### src/rtl/mnist_pkg.sv
// Constants and types shared by the frame loader, the image RAM and the DNN.
package mnist_pkg;

    localparam int         N_PIXELS  = 784;
    localparam int         ADDR_W    = $clog2(N_PIXELS);
    localparam logic [7:0] SYNC_BYTE = 8'hA5;

    typedef enum logic [1:0] {
        HUNT,
        LOAD,
        CHECK,
        HOLD
    } loader_state_e;

endpackage

### src/rtl/uart_frame_loader_idle_timeout.sv
// Idle-cycle counter: counts enabled clocks since the last clear and flags
// the terminal count TIMEOUT_CYC-1, where it saturates.
module idle_timeout #(
    parameter int  TIMEOUT_CYC = 1_000_000,
    localparam int CNT_W       = (TIMEOUT_CYC > 2) ? $clog2(TIMEOUT_CYC) : 1
) (
    input  logic clk,
    input  logic rst_n,
    input  logic clr,
    input  logic en,
    output logic expired
);

    localparam logic [CNT_W-1:0] TERMINAL = CNT_W'(TIMEOUT_CYC - 1);

    logic [CNT_W-1:0] cnt_q;
    logic [CNT_W-1:0] cnt_d;

    assign expired = (cnt_q == TERMINAL);

    // NOTE: assigning the default first means every path writes cnt_d, so no latch is inferred.
    always_comb begin
        cnt_d = cnt_q;
        if (clr) begin
            cnt_d = '0;
        end else if (en && !expired) begin
            cnt_d = cnt_q + 1'b1;
        end
    end

    // NOTE: state registers use non-blocking assignments so every flop samples pre-edge values.
    always_ff @(posedge clk or negedge rst_n) begin
        if (!rst_n) begin
            cnt_q <= '0;
        end else begin
            cnt_q <= cnt_d;
        end
    end

endmodule

### src/rtl/uart_frame_loader.sv
// Sequences the UART byte stream into the image buffer: sync hunt, pixel
// load, checksum check, then holds the frame until the consumer acks it.
module uart_frame_loader
    import mnist_pkg::*;
#(
    parameter int         N_PIXELS    = mnist_pkg::N_PIXELS,
    parameter logic [7:0] SYNC_BYTE   = mnist_pkg::SYNC_BYTE,
    parameter int         TIMEOUT_CYC = 1_000_000,
    parameter int         ADDR_W      = $clog2(N_PIXELS)
) (
    input  logic              clk,
    input  logic              rst_n,
    input  logic [7:0]        rx_byte,
    input  logic              rx_valid,
    output logic              wr_en,
    output logic [ADDR_W-1:0] wr_addr,
    output logic [7:0]        wr_data,
    output logic              frame_valid,
    input  logic              frame_ack,
    output logic              err_chk,
    output logic              err_timeout,
    output logic              err_overrun
);

    localparam logic [ADDR_W-1:0] LAST_ADDR = ADDR_W'(N_PIXELS - 1);

    loader_state_e     state_q;
    logic [ADDR_W-1:0] addr_q;
    logic [7:0]        sum_q;
    logic [7:0]        sum_d;
    logic              wr_en_q;
    logic [ADDR_W-1:0] wr_addr_q;
    logic [7:0]        wr_data_q;
    logic              frame_valid_q;
    logic              err_chk_q;
    logic              err_timeout_q;
    logic              err_overrun_q;
    logic              in_frame;
    logic              idle_expired;

    assign sum_d    = sum_q + rx_byte;
    assign in_frame = (state_q == LOAD) || (state_q == CHECK);

    // Clearing outside LOAD/CHECK makes every entry into LOAD start from zero.
    idle_timeout #(
        .TIMEOUT_CYC(TIMEOUT_CYC)
    ) u_idle_timeout (
        .clk    (clk),
        .rst_n  (rst_n),
        .clr    (rx_valid || !in_frame),
        .en     (in_frame),
        .expired(idle_expired)
    );

    always_ff @(posedge clk or negedge rst_n) begin
        if (!rst_n) begin
            state_q       <= HUNT;
            addr_q        <= '0;
            sum_q         <= '0;
            wr_en_q       <= 1'b0;
            wr_addr_q     <= '0;
            wr_data_q     <= '0;
            frame_valid_q <= 1'b0;
            err_chk_q     <= 1'b0;
            err_timeout_q <= 1'b0;
            err_overrun_q <= 1'b0;
        end else begin
            wr_en_q       <= 1'b0;
            err_chk_q     <= 1'b0;
            err_timeout_q <= 1'b0;
            err_overrun_q <= 1'b0;
            case (state_q)
                HUNT: begin
                    if (rx_valid && (rx_byte == SYNC_BYTE)) begin
                        state_q <= LOAD;
                        addr_q  <= '0;
                        sum_q   <= '0;
                    end
                end
                LOAD: begin
                    // A byte arriving on the terminal count wins over the timeout.
                    if (rx_valid) begin
                        wr_en_q   <= 1'b1;
                        wr_addr_q <= addr_q;
                        wr_data_q <= rx_byte;
                        sum_q     <= sum_d;
                        if (addr_q == LAST_ADDR) begin
                            state_q <= CHECK;
                        end else begin
                            addr_q <= addr_q + 1'b1;
                        end
                    end else if (idle_expired) begin
                        err_timeout_q <= 1'b1;
                        state_q       <= HUNT;
                    end
                end
                CHECK: begin
                    if (rx_valid) begin
                        if (rx_byte == sum_q) begin
                            frame_valid_q <= 1'b1;
                            state_q       <= HOLD;
                        end else begin
                            err_chk_q <= 1'b1;
                            state_q   <= HUNT;
                        end
                    end else if (idle_expired) begin
                        err_timeout_q <= 1'b1;
                        state_q       <= HUNT;
                    end
                end
                HOLD: begin
                    err_overrun_q <= rx_valid;
                    if (frame_ack) begin
                        frame_valid_q <= 1'b0;
                        state_q       <= HUNT;
                    end
                end
                default: state_q <= HUNT;
            endcase
        end
    end

    assign wr_en       = wr_en_q;
    assign wr_addr     = wr_addr_q;
    assign wr_data     = wr_data_q;
    assign frame_valid = frame_valid_q;
    assign err_chk     = err_chk_q;
    assign err_timeout = err_timeout_q;
    assign err_overrun = err_overrun_q;

endmodule

### config.mk
export PLATFORM = sky130hd
export DESIGN_NAME = uart_frame_loader
export DESIGN_NICKNAME = d
export VERILOG_FILES = /design/src/rtl/mnist_pkg.sv /design/src/rtl/uart_frame_loader_idle_timeout.sv /design/src/rtl/uart_frame_loader.sv
export SDC_FILE = /design/constraint.sdc
export NUM_CORES = 1
export LEC_CHECK = 0
export BUFFER_PORTS_ARGS = -buffer_cell sky130_fd_sc_hd__buf_4
export CORE_MARGIN = 10
export CORE_UTILIZATION = 60
export DETAILED_ROUTE_END_ITERATION = 8
export HOLD_SLACK_MARGIN = 0.03
export PLACE_DENSITY = 0.81
export REMOVE_ABC_BUFFERS = 1
export SLEW_MARGIN = 25
export SYNTH_ARGS = -nofsm -noshare
export SYNTH_HDL_FRONTEND = slang
export SYNTH_HIERARCHICAL = 1
export SYNTH_SLANG_ARGS = --single-unit
### constraint.sdc
create_clock -name clk -period 5 [get_ports clk]
set_clock_uncertainty 0.1 [all_clocks]
set_input_delay 1.25 -clock clk [delete_from_list [all_inputs] [get_ports clk]]
set_output_delay 1.25 -clock clk [all_outputs]
set_load 0.03 [all_outputs]
==> results of run 1 <==
-- Yosys cell counts, types with 3 or more instances --
cell type / number / area (um2)
nand3_1: 16 / 80.1
nor3_1: 6 / 30.0
ha_1: 14 / 175
o31ai_1: 3 / 22.5
nand4_1: 5 / 31.3
clkbuf_1: 7 / 26.3
nor4b_1: 3 / 26.3
nor2_1: 29 / 109
and4bb_2: 4 / 50.1
nor2b_1: 5 / 31.3
inv_1: 8 / 30.0
xnor2_1: 11 / 96.3
xor2_1: 12 / 105
a211oi_1: 3 / 22.5
or3_1: 7 / 43.8
dfrtp_1: 63 / 1580
nand2_1: 25 / 93.8
o211ai_1: 4 / 30.0
mux2_2: 20 / 225
and3_1: 4 / 25.0
a21o_1: 3 / 22.5
a21oi_1: 14 / 70.1
o21ai_0: 13 / 65.1
a22o_1: 3 / 26.3
-- power groups by stage --
| stage | combinational, W | clock [W] | sequential (W) |
|---|---|---|---|
| after floorplan | 0.000495 | 0 | 0.000804 |
| after global placement | 0.000812 | 0 | 0.000712 |
| after detailed placement | 0.000825 | 0 | 0.000720 |
| after CTS | 0.000828 | 0.000544 | 0.000711 |
| after global routing | 0.000910 | 0.000565 | 0.000729 |
| final | 0.000827 | 0.000541 | 0.000712 |
-- metrics by stage --
step | instance area [um2] | power, W | utilization (%) | instances | setup WS (ps)
6_report | 4010 | 0.00208 | 72.0 | 441 | 2130
3_3_place_gp | 3780 | 0.00152 | 67.7 | 425 | 1800
3_5_place_dp | 3780 | 0.00154 | 67.7 | 425 | 1770
5_1_grt | 4010 | 0.00220 | 72.0 | 441 | 2030
4_1_cts | 4010 | 0.00208 | 72.0 | 441 | 2150
2_1_floorplan | 3430 | 0.00130 | - | 319 | 2000
-- flip-flops by register name, indices dropped and copies added, names as in the netlist --
register and count:
addr_q 10, err_chk 1, err_overrun 1, err_timeout 1, frame_valid 1, state_q 2
sum_q 8, u_idle_timeout/cnt_q 20, wr_addr 10, wr_data 8, wr_en 1
-- placed cells by master, fill, tap and decap left out, drive strengths merged, types with 11 or more instances in the layout --
cell type and n:
ha 14, xor2 12, mux2 20, buf 34, o21ai 15, xnor2 11, nand3 16, nand2 25
a21oi 14, dfrtp 63, nor2 29
-- final timing paths --
path | endpoint | cells after the start | from | slack [ps]
min in group asynchronous | wr_data[1] | 1 | rst_n | 870
setup reg to reg | sum_q[7] | 6 | state_q[1] | 2360
hold / removal | sum_q[3] | 2 | sum_q[3] | 390
hold reg to reg | sum_q[3] | 2 | sum_q[3] | 390
max in group asynchronous | addr_q[0] | 1 | rst_n | 3430
setup / recovery | sum_q[7] | 7 | rx_byte[1] | 2130
-- final cells by class --
cell class	instances	area, um2
inverters	8	30.0
multi-input cells	248	1820
fillers	434	1560
flip-flops and latches	63	1580
clock buffers	10	128
clock inverters	6	109
well taps	72	90.1
repair buffers	34	255
-- cell families after synthesis --
logic type	Yosys count	share of synthesized area, %
simple gates	128	21.7
flops	63	45.1
compound gates	60	12.1
xor+xnor	23	5.77
mux	22	7.02
buf+inv	21	2.65
fa+ha+maj	15	5.59
-- worst min-delay path: stages (launching register included) --
cell and delay (ps):
dfrtp_1 350, nand2_1 50, o41ai_1 60
-- per-layer routing --
layer | vias to the layer above | track usage [%]
met1 | 1294 | 23.2
met4 | 0 | 7.38
met3 | 12 | 4.59
met5 | - | 0
met2 | 69 | 25.4
li1 | 1283 | -
==> summary.md, run 1 <==
| Metric | Value |
|---|---|
| Placer Congestion | `between 0.8 and 0.9` |
| CTS tree | `yes` |
| Signal arrival time at the worst endpoint | `3020 ps` |
| Met3 wire length | `493 um` |
| Setup_tns | `0 ps` |
| Core Area | `between 5000 and 6000 um2` |
| Post-synth EDFFs | `0` |
| Detailed-route wire length per cell | `approximately 17 um` |
| Worst Path Required | `5150 ps` |
| First-pass GRT wire length | `12.6 mm` |
| Final nets | `391` |
| Cts bufs inserted | `9` |
| Worst VDD drop | `323 uV` |
| Seq/Total Area, Yosys | `45.1%` |
| Hold_ws | `a little under 400 ps` |
| Gate Count Post-Synth | `332` |
| Post_cts resized | `0` |
| Fin. max-slew vios | `0` |
| DIE HEIGHT | `96.3 um` |
| Post-CTS Setup Inserts | `0` |
| Final hold viol count | `0` |
| RSZ-0062 raised after global routing | `no` |
| Share of layout cells above drive strength 1 | `22.5%` |
| Final setup violation count | `0` |
| Largest net degree at the start of global routing | `64` |
| YS warnings | `6` |
| Sw Pwr | `around 0.00079 W` |
| DRC violations left | `0` |
| Reg clk slew, reported paths | `approximately 70 ps` |
| Critical path endpoint category | `register` |
| Area Overhead vs Synth | `14.9%` |
| Initial antenna violation count | `0` |
| Mapped Avg Cell Area | `around 11 um2` |
| Initial Utilization | `62.7%` |
| Main synth FF type | `dfrtp_1` |
| Diodes inserted | `0` |
| Row cnt | `27` |
| Max Cap Viol | `0` |
| Pint | `0.00129 W` |
| Worst Tran Pin Value | `966 ps` |
| Critical path fanouts, max | `4` |
| Max Fclk | `349 MHz` |
| Mapped Area | `3490 um2` |
| Hold buffers post-CTS | `0` |
| Wire length on met2 | `3.30 mm` |
| Die area | `9270 um2` |
| Final antenna-violating net count | `0` |
| Synth async-reset ratio | `100%` |
| HPWL Detailed | `about 5 mm` |
| Root Driver | `clkbuf_8` |
| First-pass DRT Iterations | `4` |
| Comb power frac | `between 30 and 40%` |
| Pwr/cell area | `518 nW/um2` |
| Status | `finished clean` |
| Hold WC Path Type | `register to register` |
| GRT overflow | `0` |
| Share of the clock period used by the worst path | `a little under three fifths` |
| I/O pins | `35` |
| Relative slew slack | `35.4%` |
| Worst skew pair latency | `between 300 and 400 ps` |
| P_leak | `1.84 nW` |
| CTS Buffer Depth | `2` |
| WS Path Type | `primary input to register` |
| Worst setup SP type | `primary input` |
| Die width | `96.3 um` |
| Sink Count | `63` |
| Initial drt markers | `108` |
| Reg power frac | `approximately a third` |
| Drt total wl | `~7.3 mm` |
| GRT Total Usage | `between 10% and 20%` |
| Vias in the first global route | `2,601` |
| Synth unique cells | `63` |
| Synth Register Bits | `63` |
| CP cell instances | `buf_4, ha_1, a211oi_2, nor2_1, or4b_1, a41o_1, a21o_1` |
| H-tree levels | `3` |
| Tmin final | `2870 ps` |
| Drt via density | `about 6.0` |
| Largest stage delay, worst path | `approximately 540 ps` |
| Clock power frac | `26.0%` |
| DRT met1 WL | `3.41 mm` |
| PortBufs | `34` |
| Vias | `between 2,000 and 3,000` |
| Top Layer Used | `met4` |
| Buffers and inverters on the worst path | `1` |
| Family with the most delay on the worst path | `compound AO/OA/AOI/OAI gates` |
| Slowest-stage cell, CP | `or4b_1` |
| Sw Ratio | `between 30% and 40%` |
Power figures use the tool's default switching activity.
==> run 2, diff against run 1 <==
--- a/config.mk
+++ b/config.mk
@@ -5,12 +5,13 @@
 export SDC_FILE = /design/constraint.sdc
 export NUM_CORES = 1
 export LEC_CHECK = 0
+export ABC_AREA = 1
 export BUFFER_PORTS_ARGS = -buffer_cell sky130_fd_sc_hd__buf_4
 export CORE_MARGIN = 10
 export CORE_UTILIZATION = 60
 export DETAILED_ROUTE_END_ITERATION = 8
 export HOLD_SLACK_MARGIN = 0.03
-export PLACE_DENSITY = 0.81
+export PLACE_DENSITY = 0.8
 export REMOVE_ABC_BUFFERS = 1
 export SLEW_MARGIN = 25
 export SYNTH_ARGS = -nofsm -noshare
==> constraint.sdc (replaced) <==
create_clock -name clk -period 2.7 [get_ports clk]
set_clock_uncertainty 0.1 [all_clocks]
set_input_delay 0.675 -clock clk [delete_from_list [all_inputs] [get_ports clk]]
set_output_delay 0.675 -clock clk [all_outputs]
set_load 0.03 [all_outputs]
==> run 2 against run 1 <==
Die area grew 8.2%. Combinational power is 81% higher. Clock power is 53% higher. Core utilization decreased by 2.9 points. Via count rose by 28%. Non-clock buffer count is 4 higher.
==> summary.md, run 2 <==
| Metric | Value |
|---|---|
| Sink Count | `63 (unchanged)` |
| CTS tree | `yes` |
| Fin. max-slew vios | `0 (unchanged)` |
| Post-CTS Setup Inserts | `0 (unchanged)` |
| Synth async-reset ratio | `100% (unchanged)` |
| Row cnt | `29 (+7.4%)` |
| Wire length on met2 | `4.09 mm (+24%)` |
| Drt via density | `5.41 (-10%)` |
| Place WS | `540 ps (-1230 ps)` |
| Largest area contributor in the netlist | `dfrtp_1` |
| Placer Congestion | `0.948 (+5.7%)` |
| Largest net degree at the start of global routing | `64 (unchanged)` |
| Seq/Total Area, Yosys | `40.9% (-4.2 points)` |
| HPWL Detailed | `6.31 mm (+23%)` |
| Detailed-route wire length per cell | `13.9 um (-17%)` |
| Initial drt markers | `199 (+84%)` |
| Clock power frac | `23.4% (-2.6 points)` |
| Sw Ratio | `42.8% (+4.8 points)` |
| Reg2Reg Launch Point | `u_idle_timeout/cnt_q[1]` |
| CTS Buffer Depth | `2 (unchanged)` |
| CP cell instances | `ha_1, nand2_2, nor2_8, nand2_4, nor4_1, o21ai_0, nand2_1, nand2_1, nand2_1, nand2_1` |
| Diodes inserted | `0 (unchanged)` |
| GRT Total Usage | `17.9% (+0.73 points)` |
| Signal arrival time at the worst endpoint | `2200 ps (-820 ps)` |
| Met3 wire length | `473 um (-4.1%)` |
| Final nets | `572 (+46%)` |
| First-pass DRT Iterations | `4 (unchanged)` |
| Max Fclk | `483 MHz` |
| CP endpoint | `state_q[0]` |
| Number of flip-flops in the largest register | `20 (unchanged)` |
| Initial Utilization | `61.4% (-1.3 points)` |
| Vias in the first global route | `3,223 (+24%)` |
| YS warnings | `6 (unchanged)` |
| Vias | `3,389 (+28%)` |
| Drt total wl | `8.71 mm (+19%)` |
| Synth unique cells | `38 (-40%)` |
| Area Overhead vs Synth | `12.5%` |
| Final hold viol count | `0 (unchanged)` |
| Initial antenna violation count | `0 (unchanged)` |
| R2R depth | `10 (+4)` |
| Worst skew pair latency | `340 ps (-20 ps)` |
| Core Area | `6280 um2 (+13%)` |
| Most common cell in the netlist | `nand2_1` |
| GRT overflow | `0 (unchanged)` |
| Critical path endpoint category | `register` |
| Critical path startpoint | `u_idle_timeout/cnt_q[1]` |
| Reg clk slew, reported paths | `70 ps (about the same)` |
| PortBufs | `34 (unchanged)` |
| Post-synth EDFFs | `0 (unchanged)` |
| WS Path Type | `register to register` |
| Cell total after placement | `611 (+44%)` |
| Pint | `0.00203 W (+57%)` |
| H-tree levels | `3 (unchanged)` |
| Post_cts resized | `0 (unchanged)` |
| Die width | `100 um (+4.0%)` |
| I/O pins | `35 (unchanged)` |
| Most common cell after layout, fill and taps aside | `nand2_1` |
| Max Cap Viol | `0 (unchanged)` |
| Slowest-stage cell, CP | `nor4_1` |
| Layout Cells excl Fill | `627 (+42%)` |
| Final setup violation count | `0 (unchanged)` |
| Mapped Area | `3850 um2 (+10%)` |
| Status | `finished clean` |
| Hold WC Path Type | `primary input to asynchronous set/reset pin` |
| Sw Pwr | `0.00152 W (+92%)` |
| Pwr/cell area | `817 nW/um2 (+58%)` |
| FF-to-FF End | `state_q[0]` |
| Final antenna-violating net count | `0 (unchanged)` |
| First-pass GRT wire length | `15.0 mm (+19%)` |
| Slack of the critical path | `630 ps (-1500 ps)` |
| Mapped Avg Cell Area | `7.57 um2 (-28%)` |
| DIE HEIGHT | `100 um (+4.0%)` |
| Top Layer Used | `met4` |
| Top reg by flops | `u_idle_timeout/cnt_q` |
| Hold buffers post-CTS | `0 (unchanged)` |
| Cts bufs inserted | `9 (unchanged)` |
| Gate Count Post-Synth | `509 (+53%)` |
| Worst Path Required | `2830 ps (-2320 ps)` |
| Worst setup SP type | `register` |
| Critical path fanouts, max | `6 (+2)` |
| Main synth FF type | `dfrtp_1` |
| Comb power frac | `42.4% (+2.6 points)` |
| Commonest cells in the netlist | `171 x nand2_1, 63 x dfrtp_1, 58 x nor2_1` |
| Largest stage delay, worst path | `480 ps (-60 ps)` |
| Synth Register Bits | `63 (unchanged)` |
| Reg power frac | `34.2% (about the same)` |
| DRC violations left | `0 (unchanged)` |
| Reg2Reg Setup Slack | `630 ps (-1730 ps)` |
| RSZ-0062 raised after global routing | `no` |
| Worst Tran Pin Value | `787 ps (-180 ps)` |
| P_leak | `2.20 nW (+20%)` |
| DRT met1 WL | `3.91 mm (+15%)` |
| Top post-synthesis cells by area | `dfrtp_1 41%, nand2_1 17%, nor2_1 5.6%` |
| Commonest cells after routing, fill and taps aside | `171 x nand2_1, 63 x dfrtp_1, 58 x nor2_1` |
| Post-synth top area share | `40.9% (-4.2 points)` |
| Die area | `10,000 um2 (+8.2%)` |
| Setup_tns | `0 ps (unchanged)` |
| Relative slew slack | `47.6% (+12 points)` |
| Root Driver | `clkbuf_8` |
| FILL cells | `543 (+25%)` |
| Worst VDD drop | `584 uV (+81%)` |
| Share of layout cells above drive strength 1 | `15.6% (-6.9 points)` |
| Cell mode on critical path | `nand2_1` |
| Tmin final | `approximately 2100 ps` |
| Share of the clock period used by the worst path | `76.7%` |
run 2: cell count changes after synthesis, sizes merged, moves of 8 or more:
cell | before | now
mux2 | 20 | 0
nand2 | 25 | 183
nand3 | 16 | 47
o21ai | 15 | 28
inv | 8 | 40
xnor2 | 11 | 3
nor2 | 29 | 61
nand4 | 6 | 17
run 2: how the worst min path moves through the flow:
stage,endpoint,slack (ps)
after floorplan,addr_q[0],280
after global placement,wr_data[1],360
after detailed placement,wr_data[2],370
after CTS,wr_addr[6],330
after global routing,wr_addr[6],360
final,wr_addr[6],290
run 2: area by class of cell:
cell class              count  area [um2]  share of cell area (%)
clock buffers              10         138                    3.17
clock inverters             6        60.1                    1.38
inverters                  40         150                    3.46
multi-input cells         393        2030                    46.8
flip-flops and latches     63        1580                    36.4
well taps                  77        96.3                    2.22
repair buffers             38         285                    6.58
run 2: per-stage QoR:
| stage | util [%] | total power, W | hold slack, ps | area (um2) |
|---|---|---|---|---|
| after detailed placement | 65.9 | 0.00273 | 366 | 4140 |
| after global placement | 65.9 | 0.00270 | 364 | 4140 |
| after CTS | 69.1 | 0.00358 | 334 | 4340 |
| after global routing | 69.1 | 0.00380 | 356 | 4340 |
| after floorplan | - | 0.00225 | 279 | 3760 |
| final | 69.1 | 0.00354 | 291 | 4340 |
run 2: cell families after synthesis:
| group | Yosys count | synth area share, % |
|---|---|---|
| AND/OR/NAND/NOR | 318 | 37.5 |
| flip-flops | 63 | 40.9 |
| buffers and inverters | 53 | 6.43 |
| AO/OA/AOI/OAI | 47 | 7.14 |
| adder cells (fa/ha/maj) | 15 | 5.06 |
| XOR/XNOR | 13 | 2.95 |
run 2: per-layer routing:
metal	up-vias	global-route usage, %
met4	0	9.46
met3	22	3.57
met1	1566	22.4
li1	1716	-
met2	85	28.4
met5	-	0
run 2: power by group through the flow:
stage | Sequential (W) | Clock [W] | Combinational (W)
5_1_grt | 0.00123 | 0.000888 | 0.00168
3_5_place_dp | 0.00123 | 0 | 0.00150
4_1_cts | 0.00121 | 0.000854 | 0.00151
3_3_place_gp | 0.00122 | 0 | 0.00148
6_report | 0.00121 | 0.000829 | 0.00150
2_1_floorplan | 0.00140 | 0 | 0.000854
run 2: critical path, delay by kind of cell, from the launching register on:
kind | cells | cell delay (ps)
AND/OR/NAND/NOR | 8 | 1080
flip-flops | 1 | 400
adder cells (fa/ha/maj) | 1 | 190
AO/OA/AOI/OAI | 1 | 180
